<file path="src/rtl/pio_in_pkg.sv">
// Shared constants for the debounced parallel-input block: register
// addresses, the FALL_EN reset-value rule and the read-zero constant.
package pio_in_pkg;

    localparam logic [2:0] ADDR_DATA         = 3'd0;
    localparam logic [2:0] ADDR_RISE_EN      = 3'd1;
    localparam logic [2:0] ADDR_IRQ_MASK     = 3'd2;
    localparam logic [2:0] ADDR_EDGE_CAPTURE = 3'd3;
    localparam logic [2:0] ADDR_FALL_EN      = 3'd4;

    localparam logic [31:0] READ_ZERO = 32'h0000_0000;

    // FALL_EN comes out of reset with every implemented bit set, so a
    // falling edge on any input is captured by default.
    function automatic logic [31:0] fall_en_reset(input int width);
        logic [31:0] mask;
        if (width >= 32) begin
            mask = 32'hFFFF_FFFF;
        end else begin
            mask = (32'h1 << width) - 32'h1;
        end
        return mask;
    endfunction

endpackage

</file>
<file path="src/rtl/pio_in_filter.sv">
// One input bit: SYNC_STAGES-flop synchroniser followed by an optional
// debounce filter. Build with PIO_IN_DEBOUNCE_EN defined to enable the
// DEB_CYCLES qualification counter; without it the synchronised value is
// passed straight through one register and DEB_CYCLES has no effect.
module pio_in_filter #(
    parameter int SYNC_STAGES = 2,
    parameter int DEB_CYCLES  = 4
) (
    input  logic clk,
    input  logic reset,
    input  logic din,
    output logic stable
);

    logic [SYNC_STAGES-1:0] sync_q;
    logic                   sync_out;

    // Metastability synchroniser: shift the asynchronous input in.
    always_ff @(posedge clk) begin
        if (reset) begin
            sync_q <= '0;
        end else begin
            sync_q <= {sync_q[SYNC_STAGES-2:0], din};
        end
    end

    assign sync_out = sync_q[SYNC_STAGES-1];

`ifdef PIO_IN_DEBOUNCE_EN
    localparam int CNT_W = $clog2(DEB_CYCLES + 1);
    localparam logic [CNT_W-1:0] CNT_LAST = CNT_W'(DEB_CYCLES - 1);

    logic [CNT_W-1:0] cnt;

    // Qualify a change only after DEB_CYCLES consecutive mismatching
    // cycles; any cycle that agrees with stable restarts the count.
    always_ff @(posedge clk) begin
        if (reset) begin
            cnt    <= '0;
            stable <= 1'b0;
        end else if (sync_out != stable) begin
            if (cnt == CNT_LAST) begin
                stable <= sync_out;
                cnt    <= '0;
            end else begin
                cnt <= cnt + 1'b1;
            end
        end else begin
            cnt <= '0;
        end
    end
`else
    // No filtering: follow the synchronised input every cycle.
    always_ff @(posedge clk) begin
        if (reset) begin
            stable <= 1'b0;
        end else begin
            stable <= sync_out;
        end
    end
`endif

endmodule

</file>
<file path="src/rtl/pio_in_debounce.sv">
// Debounced parallel-input port with edge capture and interrupt.
// Per-bit synchroniser/debounce lives in pio_in_filter; the edge
// detector, slave registers, read mux and irq are here.
// Optional feature macro: PIO_IN_DEBOUNCE_EN (debounce counters).
module pio_in_debounce
    import pio_in_pkg::*;
#(
    parameter int WIDTH       = 18,
    parameter int SYNC_STAGES = 2,
    parameter int DEB_CYCLES  = 4
) (
    input  logic             clk,
    input  logic             reset,
    input  logic [2:0]       address,
    input  logic             chipselect,
    input  logic             write_n,
    input  logic [31:0]      writedata,
    input  logic [WIDTH-1:0] in_port,
    output logic [31:0]      readdata,
    output logic             irq
);

    localparam logic [31:0] FALL_EN_RST = fall_en_reset(WIDTH);

    logic [WIDTH-1:0] stable;
    logic [WIDTH-1:0] stable_d;
    logic [WIDTH-1:0] rise;
    logic [WIDTH-1:0] fall;
    logic [WIDTH-1:0] edge_evt;
    logic [WIDTH-1:0] rise_en;
    logic [WIDTH-1:0] fall_en;
    logic [WIDTH-1:0] irq_mask;
    logic [WIDTH-1:0] edge_cap;
    logic [WIDTH-1:0] cap_clr;
    logic [WIDTH-1:0] wdata;
    logic             wr;
    logic [31:0]      rd_mux;

    genvar gi;
    generate
        for (gi = 0; gi < WIDTH; gi++) begin : g_filter
            pio_in_filter #(
                .SYNC_STAGES(SYNC_STAGES),
                .DEB_CYCLES (DEB_CYCLES)
            ) u_filter (
                .clk   (clk),
                .reset (reset),
                .din   (in_port[gi]),
                .stable(stable[gi])
            );
        end
        if (WIDTH < 32) begin : g_wr_hi
            logic unused_wr_hi;
            assign unused_wr_hi = ^writedata[31:WIDTH];
        end
    endgenerate

    assign wr    = chipselect & ~write_n;
    assign wdata = writedata[WIDTH-1:0];

    assign rise     = stable & ~stable_d;
    assign fall     = ~stable & stable_d;
    assign edge_evt = (rise & rise_en) | (fall & fall_en);

    // Write-1-to-clear mask for the capture register.
    assign cap_clr = (wr && (address == ADDR_EDGE_CAPTURE)) ? wdata : '0;

    // One-cycle-delayed copy of the filtered value for edge detection.
    always_ff @(posedge clk) begin
        if (reset) begin
            stable_d <= '0;
        end else begin
            stable_d <= stable;
        end
    end

    // Control registers written through the slave port.
    always_ff @(posedge clk) begin
        if (reset) begin
            rise_en  <= '0;
            irq_mask <= '0;
            fall_en  <= FALL_EN_RST[WIDTH-1:0];
        end else if (wr) begin
            case (address)
                ADDR_RISE_EN:  rise_en  <= wdata;
                ADDR_IRQ_MASK: irq_mask <= wdata;
                ADDR_FALL_EN:  fall_en  <= wdata;
                default: ;
            endcase
        end
    end

    // Edge capture: sticky set from events, cleared by write-1, and a
    // new event on the same edge as its clear keeps the bit set.
    always_ff @(posedge clk) begin
        if (reset) begin
            edge_cap <= '0;
        end else begin
            edge_cap <= (edge_cap & ~cap_clr) | edge_evt;
        end
    end

    // Read mux; unimplemented upper bits and addresses read as zero.
    always_comb begin
        rd_mux = READ_ZERO;
        case (address)
            ADDR_DATA:         rd_mux = 32'(stable);
            ADDR_RISE_EN:      rd_mux = 32'(rise_en);
            ADDR_IRQ_MASK:     rd_mux = 32'(irq_mask);
            ADDR_EDGE_CAPTURE: rd_mux = 32'(edge_cap);
            ADDR_FALL_EN:      rd_mux = 32'(fall_en);
            default:           rd_mux = READ_ZERO;
        endcase
    end

    // Registered read data, refreshed every cycle regardless of select.
    always_ff @(posedge clk) begin
        if (reset) begin
            readdata <= READ_ZERO;
        end else begin
            readdata <= rd_mux;
        end
    end

    assign irq = |(edge_cap & irq_mask);

endmodule

</file>
<file path="config.mk">
export PLATFORM = sky130hd
export DESIGN_NAME = pio_in_debounce
export DESIGN_NICKNAME = d
export VERILOG_FILES = /design/src/rtl/pio_in_pkg.sv /design/src/rtl/pio_in_filter.sv /design/src/rtl/pio_in_debounce.sv
export SDC_FILE = /design/constraint.sdc
export NUM_CORES = 1
export LEC_CHECK = 0
export ABC_AREA = 1
export BUFFER_PORTS_ARGS = -buffer_cell sky130_fd_sc_hd__clkbuf_2
export CELL_PAD_IN_SITES_DETAIL_PLACEMENT = 1
export CELL_PAD_IN_SITES_GLOBAL_PLACEMENT = 1
export CORE_MARGIN = 8
export CORE_UTILIZATION = 39
export CTS_BUF_LIST = sky130_fd_sc_hd__clkbuf_2 sky130_fd_sc_hd__clkbuf_4 sky130_fd_sc_hd__clkbuf_8
export DETAILED_ROUTE_END_ITERATION = 10
export HOLD_SLACK_MARGIN = 0.03
export PLACE_DENSITY = 0.75
export SLEW_MARGIN = 40
export SYNTH_ARGS = -nofsm -noshare
export SYNTH_HDL_FRONTEND = slang
export SYNTH_SLANG_ARGS = --single-unit
</file>
<file path="constraint.sdc">
create_clock -name clk -period 1.3 [get_ports clk]
set_input_delay 0.26 -clock clk [delete_from_list [all_inputs] [get_ports clk]]
set_output_delay 0.26 -clock clk [all_outputs]
set_load 0.1 [all_outputs]
</file>
==> results of run 1 <==
-- cell usage in the layout (no fill, tap or decap), types with 2 or more instances in the layout --
cell | Yosys | routed
a21oi_1 | 30 | 30
buf_12 | 0 | 32
buf_4 | 15 | 58
bufinv_16 | 0 | 2
clkbuf_2 | 0 | 41
clkbuf_4 | 0 | 2
clkbuf_8 | 0 | 20
clkinv_2 | 0 | 3
clkinvlp_4 | 0 | 3
conb_1 | 1 | 14
dfxtp_1 | 162 | 141
dfxtp_2 | 0 | 21
dlygate4sd3_1 | 0 | 18
inv_1 | 81 | 81
nand2_1 | 114 | 112
nand2_2 | 0 | 2
nand3_1 | 113 | 113
nand3_2 | 2 | 2
nand4_1 | 32 | 32
nor2_1 | 169 | 168
nor2_2 | 2 | 3
nor2_4 | 3 | 3
nor3_1 | 38 | 37
o21ai_0 | 38 | 38
o21ai_1 | 9 | 9
-- worst max path at each step --
stage / startpoint / to / slack, ps / cells after the start
3_3_place_gp: address[2] / irq_mask[8] / -70 / 8
5_1_grt: edge_cap[0] / irq / -650 / 5
2_1_floorplan: address[0] / irq_mask[10] / 20 / 6
6_report: edge_cap[1] / irq / -530 / 5
4_1_cts: edge_cap[0] / irq / -590 / 5
3_5_place_dp: edge_cap[0] / irq / -160 / 5
-- flip-flops by register name, summed over array words and instances (netlist names) --
| register | count |
|---|---|
| readdata | 18 |
| g_filter.u_filter.stable | 18 |
| stable_d | 18 |
| irq_mask | 18 |
| fall_en | 18 |
| rise_en | 18 |
| edge_cap | 18 |
| g_filter.u_filter.sync_q | 36 |
-- timing repair --
item,CTS,global route
setup buffers,0,0
gates cloned,0,0
hold endpoints to repair,18,0
setup endpoints to repair,4,17
hold buffers,18,0
resized for setup,5,18
pin swaps,0,0
-- metrics by stage --
step	instance area, um2	setup TNS, ps
6_report	8260	-526
3_5_place_dp	7650	-3530
5_1_grt	8260	-652
3_3_place_gp	7650	-1870
4_1_cts	8240	-590
2_1_floorplan	6420	0
-- metal layers --
metal  up-vias  part of all wire  track usage
met5         -                 0            0
li1       2982                 -            -
met3        13             0.049       0.0405
met1      2897              0.47        0.254
met2       151              0.47        0.321
met4         0             0.011       0.0576
-- power groups by stage --
stage	Combinational (mW)	Clock, mW	Sequential, mW
2_1_floorplan	0.623	0	5.43
3_3_place_gp	1.22	0	5.31
3_5_place_dp	1.24	0	5.31
4_1_cts	1.29	3.81	5.20
5_1_grt	1.38	4.04	5.22
6_report	1.29	3.72	5.20
-- worst reg2reg max path, stage by stage (launching register included) --
cell     delay [ps]
dfxtp_1         320
buf_4           140
nand3_1          80
nand3_1          90
nor2_1          140
nor2_1           50
-- layout make-up --
cell class	count	area (um2)	area share
sequential	162	3270	0.396
multi-input combinational	566	2550	0.309
timing repair buffer	149	1460	0.177
inverter	83	312	0.0377
clock buffer	22	290	0.0351
tap	216	270	0.0327
clock inverter	9	106	0.0129
-- synth_stat cells (all sizes together) --
library cell  number
nor3              38
conb               1
o21a               1
dfxtp            162
nor2             174
nand2            115
inv               82
o21ai             47
nand4             32
buf               34
clkbuf            32
nand3            115
a21oi             30
clkinv             1
-- cells by family (layout without fill, tap and decap cells) --
| group | after synthesis | in the layout | share of synthesized area |
|---|---|---|---|
| DFF | 162 | 162 | 0.509 |
| and+or+nand+nor | 474 | 474 | 0.329 |
| other | 1 | 14 | 0.000589 |
| buffers and inverters | 149 | 263 | 0.0994 |
| AOI/OAI and AO/OA | 78 | 78 | 0.0617 |
==> qor.txt, run 1 <==
Largest vdd supply drop - 0.000669 V
CTS buffer count - 17
Pwr dens - 1240 nW/um2
Hold Slack - 112 ps
Die ar. - 20700 um2
Worst min path class - in -> reg
Number of global-route vias before repair - 6182
First-pass GRT wire length - 31400 um
Area contributors post-synth - dfxtp_1 (51%), nor2_1 (10%), nand3_1 (8.9%)
R2r setup slk - 380 ps
Worst setup EP type - output pin
Initial antenna violation count - 0
Final count of pins violating max slew - 0
Placer congestion estimate - 0.810
Synth area leader - dfxtp_1
Critical Path AT - 1570 ps
Post-synth cell types - 22
Die Ht - 144 um
Later-pin clock latency in the skew report - 450 ps
Final Util - 0.518
Combinational cell fraction of total power - 0.126
Tot GR Track Use - 0.196
Fill cells - 1970
# H-tree levels - 4
Switching pwr - 2.79 mW
Clock skew - 8.99 ps
Ys Warns - 0
Non-Filler Instances - 1207
Avg Vias per Cell - 5.01
CP Class - reg -> out
Clock slew at reported path FFs - 90 ps
Die width - 144 um
Clock power share - 0.364
Root Buffer - clkbuf_8
Clock tree buffer depth - 2
Total grt overflow - 0
CTS tree - done
DP Worst Slack - -155 ps
Total Power - 10.2 mW
Max Clk Rate - 548 MHz
Reg2reg start - irq_mask[14]
Synth Instances - 864
Core area - 15900 um2
Placed Instances - 1158
Post-DRT Antenna Nets - 0
Cell Chain, Critical Path - nand2_1 -> nand4_1 -> nor3_2 -> nand2_2 -> buf_12
Initial Util - 0.399
Final #Nets - 1036
Int Pwr - 7.42 mW
Worst-case reg-to-reg path depth - 5
DRT Wirelength - 19300 um
ANT cells - 0
IO Port Bufs - 61
I/O pins - 90
Hold-critical path depth - 3
Seq pwr share - 0.509
CP top delay family - simple AND/OR/NAND/NOR gates
Wirelength per Cell - 16.0 um
CP required - 1040 ps
RSZ-0062 raised after global routing - true
Hold_sp - writedata[12]
#FFs+latches synth - 162
Pre-Repair DR Iteration Count - 6
Hold Vio Cnt, Final - 0
Via count - 6043
Share of cells above drive strength 1 - 0.198
Outcome - finished with violations
DR iter-0 viols - 419
Cell Area, Synth - 6370 um2
Sw Share - 0.273
Fin worst setup slack - -526 ps
Leak - 3.65 nW
Sequential share of the synthesized area - 0.509
Period utilization - 1.40
Maximum number of pins on one net before global-route repair - 55
Crit-path max FO - 2
Hold endpoint - irq_mask[12]
Residual DRC count - 0
Clock period minus worst slack - 1830 ps
Area growth, synth to finish - 29.7%
Critical Path Max Stage Delay - 340 ps
Synth top area share - 0.509
Slowest-stage cell, CP - dfxtp_2
Rows - 46
Clk sink count - 162
Maxcap violations - 0
Setup violators final - 1
Crit path launch type - register
Failing checks - negative setup slack
Buf+Inv Stages, Crit Path - 1
Hpwl dp - 13200 um
Mean Syn Cell Area - 7.37 um2
Worst flop-to-flop path endpoint - readdata[14]
(Power assumes the default switching activity.)
==> inputs of run 2 (changes only) <==
Settings changed: CORE_MARGIN 8 to unset, SETUP_SLACK_MARGIN set to 0.02.
==> qor.txt, run 2 (synthesis gave the netlist of run 1 again) <==
Register area - 3270 um2
Worst min path class - in -> reg
I/O pins - 90
First-pass GRT wire length - 30200 um
Period utilization - 1.33
Combinational cell fraction of total power - 0.125
Largest vdd supply drop - 0.000656 V
Initial antenna violation count - 0
Wirelength per Cell - 15.4 um
Worst setup EP type - output pin
Rows - 46
Placer congestion estimate - 0.781
Later-pin clock latency in the skew report - 440 ps
Die ar. - 16800 um2
Total grt overflow - 0
Tot GR Track Use - 0.236
Critical Path AT - 1470 ps
Clock power share - 0.360
Hold Vio Cnt, Final - 0
Switching pwr - 2.72 mW
Outcome - finished with violations
Critical Path Max Stage Delay - 350 ps
Hpwl dp - 12900 um
CP Class - reg -> out
Number of global-route vias before repair - 5847
Fill cells - 1970
ANT cells - 0
Initial Util - 0.401
Setup violators final - 1
Area growth, synth to finish - 28.8%
Max Clk Rate - 577 MHz
Seq pwr share - 0.515
Residual DRC count - 0
Crit-path max FO - 2
Core area - 15900 um2
Most frequent CP cell - nand2_2
Final #Nets - 1032
Clock tree buffer depth - 2
Post-CTS setup buffers - 0
RSZ-0062 raised after global routing - true
Pre-Repair DR Iteration Count - 5
Via count - 5942
Die width - 130 um
Root Buffer - clkbuf_8
Sw Share - 0.270
CTS tree - done
Final count of pins violating max slew - 0
Max FFs per register - 36
Maximum number of pins on one net before global-route repair - 46
IO Port Bufs - 61
Total Power - 10.1 mW
Avg Vias per Cell - 4.95
Most frequent cells in the layout - nor2_1 (168), dfxtp_1 (141), nand2_1 (110), nand3_1 (110), inv_1 (81)
Post-DRT Antenna Nets - 0
CP required - 1040 ps
Share of cells above drive strength 1 - 0.198
Cell Chain, Critical Path - nand2_2 -> nand4_1 -> nor3_2 -> nand2_2 -> buf_12
Area of the multi-input gates - 2580 um2
Die Ht - 130 um
# H-tree levels - 4
Fin worst setup slack - -434 ps
Clock skew - 9.45 ps
Clk sink count - 162
Failing checks - negative setup slack
DR iter-0 viols - 407
Setup TNS - -434 ps
Commonest non-fill, non-tap cell in the layout - nor2_1
CTS buffer count - 17
Slowest-stage cell, CP - dfxtp_2
Clock period minus worst slack - 1730 ps
Clock slew at reported path FFs - 80 ps
DRT Wirelength - 18500 um
Leak - 3.64 nW
Largest register by flop count - g_filter.u_filter.sync_q
DP Worst Slack - -136 ps
Crit path launch type - register
Int Pwr - 7.38 mW
Maxcap violations - 0
Pwr dens - 1230 nW/um2
[run 2: cell count changes in the layout (fill, tap and decap cells not counted)]
cell	delta
clkinv_4	-1
nor3_4	+1
nand3_1	-3
nand2_2	+2
nor3_1	-1
nand2_1	-2
buf_12	-3
nand3_2	+3
buf_4	-1
clkinvlp_4	-2
[run 2: routing by layer]
| metal | up-vias | wire length [um] | global-route usage |
|---|---|---|---|
| li1 | 2961 | - | - |
| met4 | 0 | 187 | 0.0848 |
| met3 | 15 | 925 | 0.0435 |
| met2 | 151 | 8520 | 0.378 |
| met1 | 2815 | 8870 | 0.317 |
| met5 | - | 0 | 0 |
[run 2: path summary, 6_finish.rpt]
path | startpoint | end | slack, ps | cells past startpoint
hold reg to reg | g_filter[3].u_filter.sync_q[1] | g_filter[3].u_filter.stable | 400 | 2
setup / recovery | edge_cap[1] | irq | -430 | 5
hold / removal | writedata[10] | rise_en[10] | 110 | 3
setup reg to reg | edge_cap[13] | readdata[13] | 320 | 5
[run 2: critical path: cells and delay by family, from the launching register on]
family / cells / cell delay, ps
buf+inv: 1 / 180
flops: 1 / 350
simple gates: 4 / 510
[run 2: timing repair]
action / CTS / global route
hold buffers: 18 / 0
hold endpoints to repair: 18 / 0
gates resized for setup: 24 / 6
pin swaps: 2 / 2
endpoints found under the setup margin: 19 / 7
cloned: 0 / 0
[run 2: metrics by stage]
step | utilization | cells | hold slack (ps) | instance area [um2]
after floorplan | - | 877 | 367 | 6430
after global placement | 0.477 | 1154 | 389 | 7580
after detailed placement | 0.477 | 1154 | 396 | 7580
after CTS | 0.515 | 1200 | 82.4 | 8180
after global routing | 0.516 | 1200 | 95.7 | 8200
final | 0.516 | 1200 | 111 | 8200
[run 2: area by class of cell]
type / instances / area share
timing repair buffer: 145 / 0.170
sequential: 162 / 0.399
multi-input combinational: 566 / 0.315
clock inverter: 6 / 0.0101
inverter: 83 / 0.0380
tap: 216 / 0.0329
clock buffer: 22 / 0.0354
[run 2: power by group through the flow]
| stage | Combinational [mW] | Sequential (mW) | Clock, mW |
|---|---|---|---|
| 3_3_place_gp | 1.20 | 5.31 | 0 |
| 2_1_floorplan | 0.624 | 5.43 | 0 |
| 5_1_grt | 1.36 | 5.22 | 3.94 |
| 4_1_cts | 1.27 | 5.20 | 3.74 |
| 3_5_place_dp | 1.22 | 5.31 | 0 |
| 6_report | 1.27 | 5.20 | 3.63 |
==> inputs of run 3 (changes only) <==
Settings changed: ABC_AREA 1 to 0, CORE_UTILIZATION 39 to 40, PLACE_DENSITY 0.75 to 0.74.
==> qor.txt, run 3 <==
Largest register by flop count - g_filter.u_filter.sync_q
Later-pin clock latency in the skew report - 470 ps
Fill cells - 1679
Clock tree buffer depth - 2
# H-tree levels - 4
Outcome - finished with violations
Worst setup EP type - output pin
Failing checks - negative setup slack
Largest vdd supply drop - 0.000764 V
Hpwl dp - 12200 um
Total grt overflow - 0
Main synth FF type - dfxtp_1
Reg2reg start - edge_cap[3]
Leak - 3.08 nW
Sequential share of the synthesized area - 0.534
Slowest-stage cell, CP - dfxtp_1
Pre-Repair DR Iteration Count - 6
CTS tree - done
Setup TNS - -791 ps
Synth Area in Compound Gates - 0.128
Post-synth top cells - dfxtp_1 (162), nand2_1 (111), nor2b_1 (73)
Max Clk Rate - 478 MHz
Cell Chain, Critical Path - a22o_1 -> a221oi_2 -> and3_1 -> nand4_1 -> buf_12
ANT cells - 0
Clock power share - 0.340
Critical Path AT - 1830 ps
Post-DRT Antenna Nets - 0
Ys Warns - 0
Rows - 44
Cell Area, Synth - 6070 um2
Avg Vias per Cell - 5.20
Maxcap violations - 0
Worst flop-to-flop path endpoint - readdata[3]
Area of the multi-input gates - 2520 um2
Placer congestion estimate - 0.818
DR iter-0 viols - 486
CTS buffer count - 17
Hold Vio Cnt, Final - 0
Synth area leader - dfxtp_1
Register area - 3270 um2
Main combinational cell family by area after synthesis - simple AND/OR/NAND/NOR gates
Wirelength per Cell - 18.2 um
Post-synthesis simple-gate area fraction - 0.243
CP Class - reg -> out
Synth top area share - 0.534
Most frequent cells in the layout - dfxtp_1 (144), nand2_1 (109), nor2b_1 (73)
Die width - 125 um
Switching pwr - 2.52 mW
IO Port Bufs - 61
Root Buffer - clkbuf_8
Final Util - 0.531
Synth Instances - 656
Clock period minus worst slack - 2090 ps
Hold_sp - writedata[1]
Buf+Inv Stages, Crit Path - 1
Residual DRC count - 0
Core area - 14600 um2
Number of flops mapped to enable cells by yosys - 0
Commonest non-fill, non-tap cell in the layout - dfxtp_1
Fraction of registers with async set/reset - 0
Crit-path max FO - 2
CP top delay family - compound AO/OA/AOI/OAI gates
Fin worst setup slack - -791 ps
Max FFs per register - 36
Via count - 5041
I/O pins - 90
Crit path launch type - register
DRT Wirelength - 17600 um
Die Ht - 125 um
Share of cells above drive strength 1 - 0.228
Mean Syn Cell Area - 9.25 um2
Tot GR Track Use - 0.239
Hold-critical path depth - 3
Die ar. - 15700 um2
Int Pwr - 6.83 mW
Clock skew - 10.1 ps
Final #Nets - 831
R2r setup slk - 230 ps
RSZ-0062 raised after global routing - true
Hold endpoint - rise_en[1]
Xor and xnor area share after synthesis - 0
Seq pwr share - 0.552
Post-synth cell types - 29
Mux cell area share after synthesis - 0.0313
Pwr dens - 1200 nW/um2
Number of global-route vias before repair - 5295
#FFs+latches synth - 162
Initial antenna violation count - 0
Worst min path class - in -> reg
Combinational cell fraction of total power - 0.108
Clock slew at reported path FFs - 90 ps
Area contributors post-synth - dfxtp_1 (53%), nor2b_1 (7.5%), nand2_1 (6.9%)
CP required - 1040 ps
Maximum number of pins on one net before global-route repair - 43
First-pass GRT wire length - 28500 um
Setup violators final - 1
Period utilization - 1.61
Clk sink count - 162
Worst-case reg-to-reg path depth - 5
Initial Util - 0.414
Adder-cell share of the synthesized area - 0
Final count of pins violating max slew - 0
Most frequent cell after synthesis - dfxtp_1
Area growth, synth to finish - 28.0%
Sw Share - 0.270
Critical Path Max Stage Delay - 320 ps
[run 3: cell types whose count changed after synthesis, sizes merged, moves of 19 or more]
| cell | change |
|---|---|
| nor2 | -156 |
| nand3 | -115 |
| nor2b | +73 |
| inv | -64 |
| nand3b | +54 |
| a21oi | +40 |
| nor3 | -37 |
| nand4 | -31 |
| o21ai | -28 |
| a22oi | +20 |
| mux2i | +19 |
[run 3: layout make-up]
| cell class | instances | share of cell area |
|---|---|---|
| Tap cell | 184 | 0.0296 |
| Multi-Input combinational cell | 436 | 0.324 |
| Timing Repair Buffer | 139 | 0.175 |
| Clock buffer | 21 | 0.0340 |
| Clock inverter | 9 | 0.00773 |
| Inverter | 18 | 0.00870 |
| Sequential cell | 162 | 0.420 |
[run 3: repair_timing]
action                                  4_1_cts  5_1_grt
endpoints found under the setup margin       19       16
hold endpoints to repair                     18        0
hold buffers                                 18        0
pin swaps                                     2        2
gates resized for setup                      21        0
setup buffers                                 0        0
[run 3: cells by family (layout without fill, tap and decap cells)]
kind of cell           count (synthesis)  in the layout
AO/OA/AOI/OAI                        135            135
buffers and inverters                 71            187
flip-flops                           162            162
multiplexers                          19             19
other                                  1             14
AND/OR/NAND/NOR                      268            268
[run 3: worst max path at each step]
| stage | cells past startpoint | startpoint | end |
|---|---|---|---|
| after floorplan | 4 | edge_cap[0] | irq |
| after detailed placement | 5 | edge_cap[3] | irq |
| after CTS | 5 | irq_mask[3] | irq |
| final | 5 | edge_cap[0] | irq |
| after global placement | 5 | edge_cap[0] | irq |
| after global routing | 5 | irq_mask[3] | irq |
[run 3: power by group through the flow]
stage	clock (mW)	combinational, mW	sequential (mW)
6_report	3.18	1.01	5.17
5_1_grt	3.52	1.06	5.18
4_1_cts	3.27	1.01	5.17
3_5_place_dp	0	0.959	5.28
3_3_place_gp	0	0.936	5.27
2_1_floorplan	0	0.555	5.35
[run 3: worst register-to-register path: stages (launching register included)]
cell and delay, ps:
dfxtp_1 320, buf_4 130, mux2i_1 160, nor2_1 70, a21oi_1 140, a21oi_1 120
[run 3: per-layer routing]
layer	routed length (um)	vias to the layer above	global-route usage
met2	8710	121	0.400
met4	409	0	0.113
met3	761	32	0.0531
li1	-	2408	-
met1	7740	2480	0.293
met5	0	-	0
[run 3: metrics by stage]
stage                     hold slack (ps)  std cells  power (mW)  setup slack, ps  area, um2
after floorplan                       381        669        5.91             -704       6190
after global placement                416        921        6.21             -370       7220
after detailed placement              426        921        6.24             -395       7220
after CTS                            33.6        969        9.44             -822       7770
after global routing                 47.6        969        9.76             -871       7770
final                                58.9        969        9.36             -791       7770
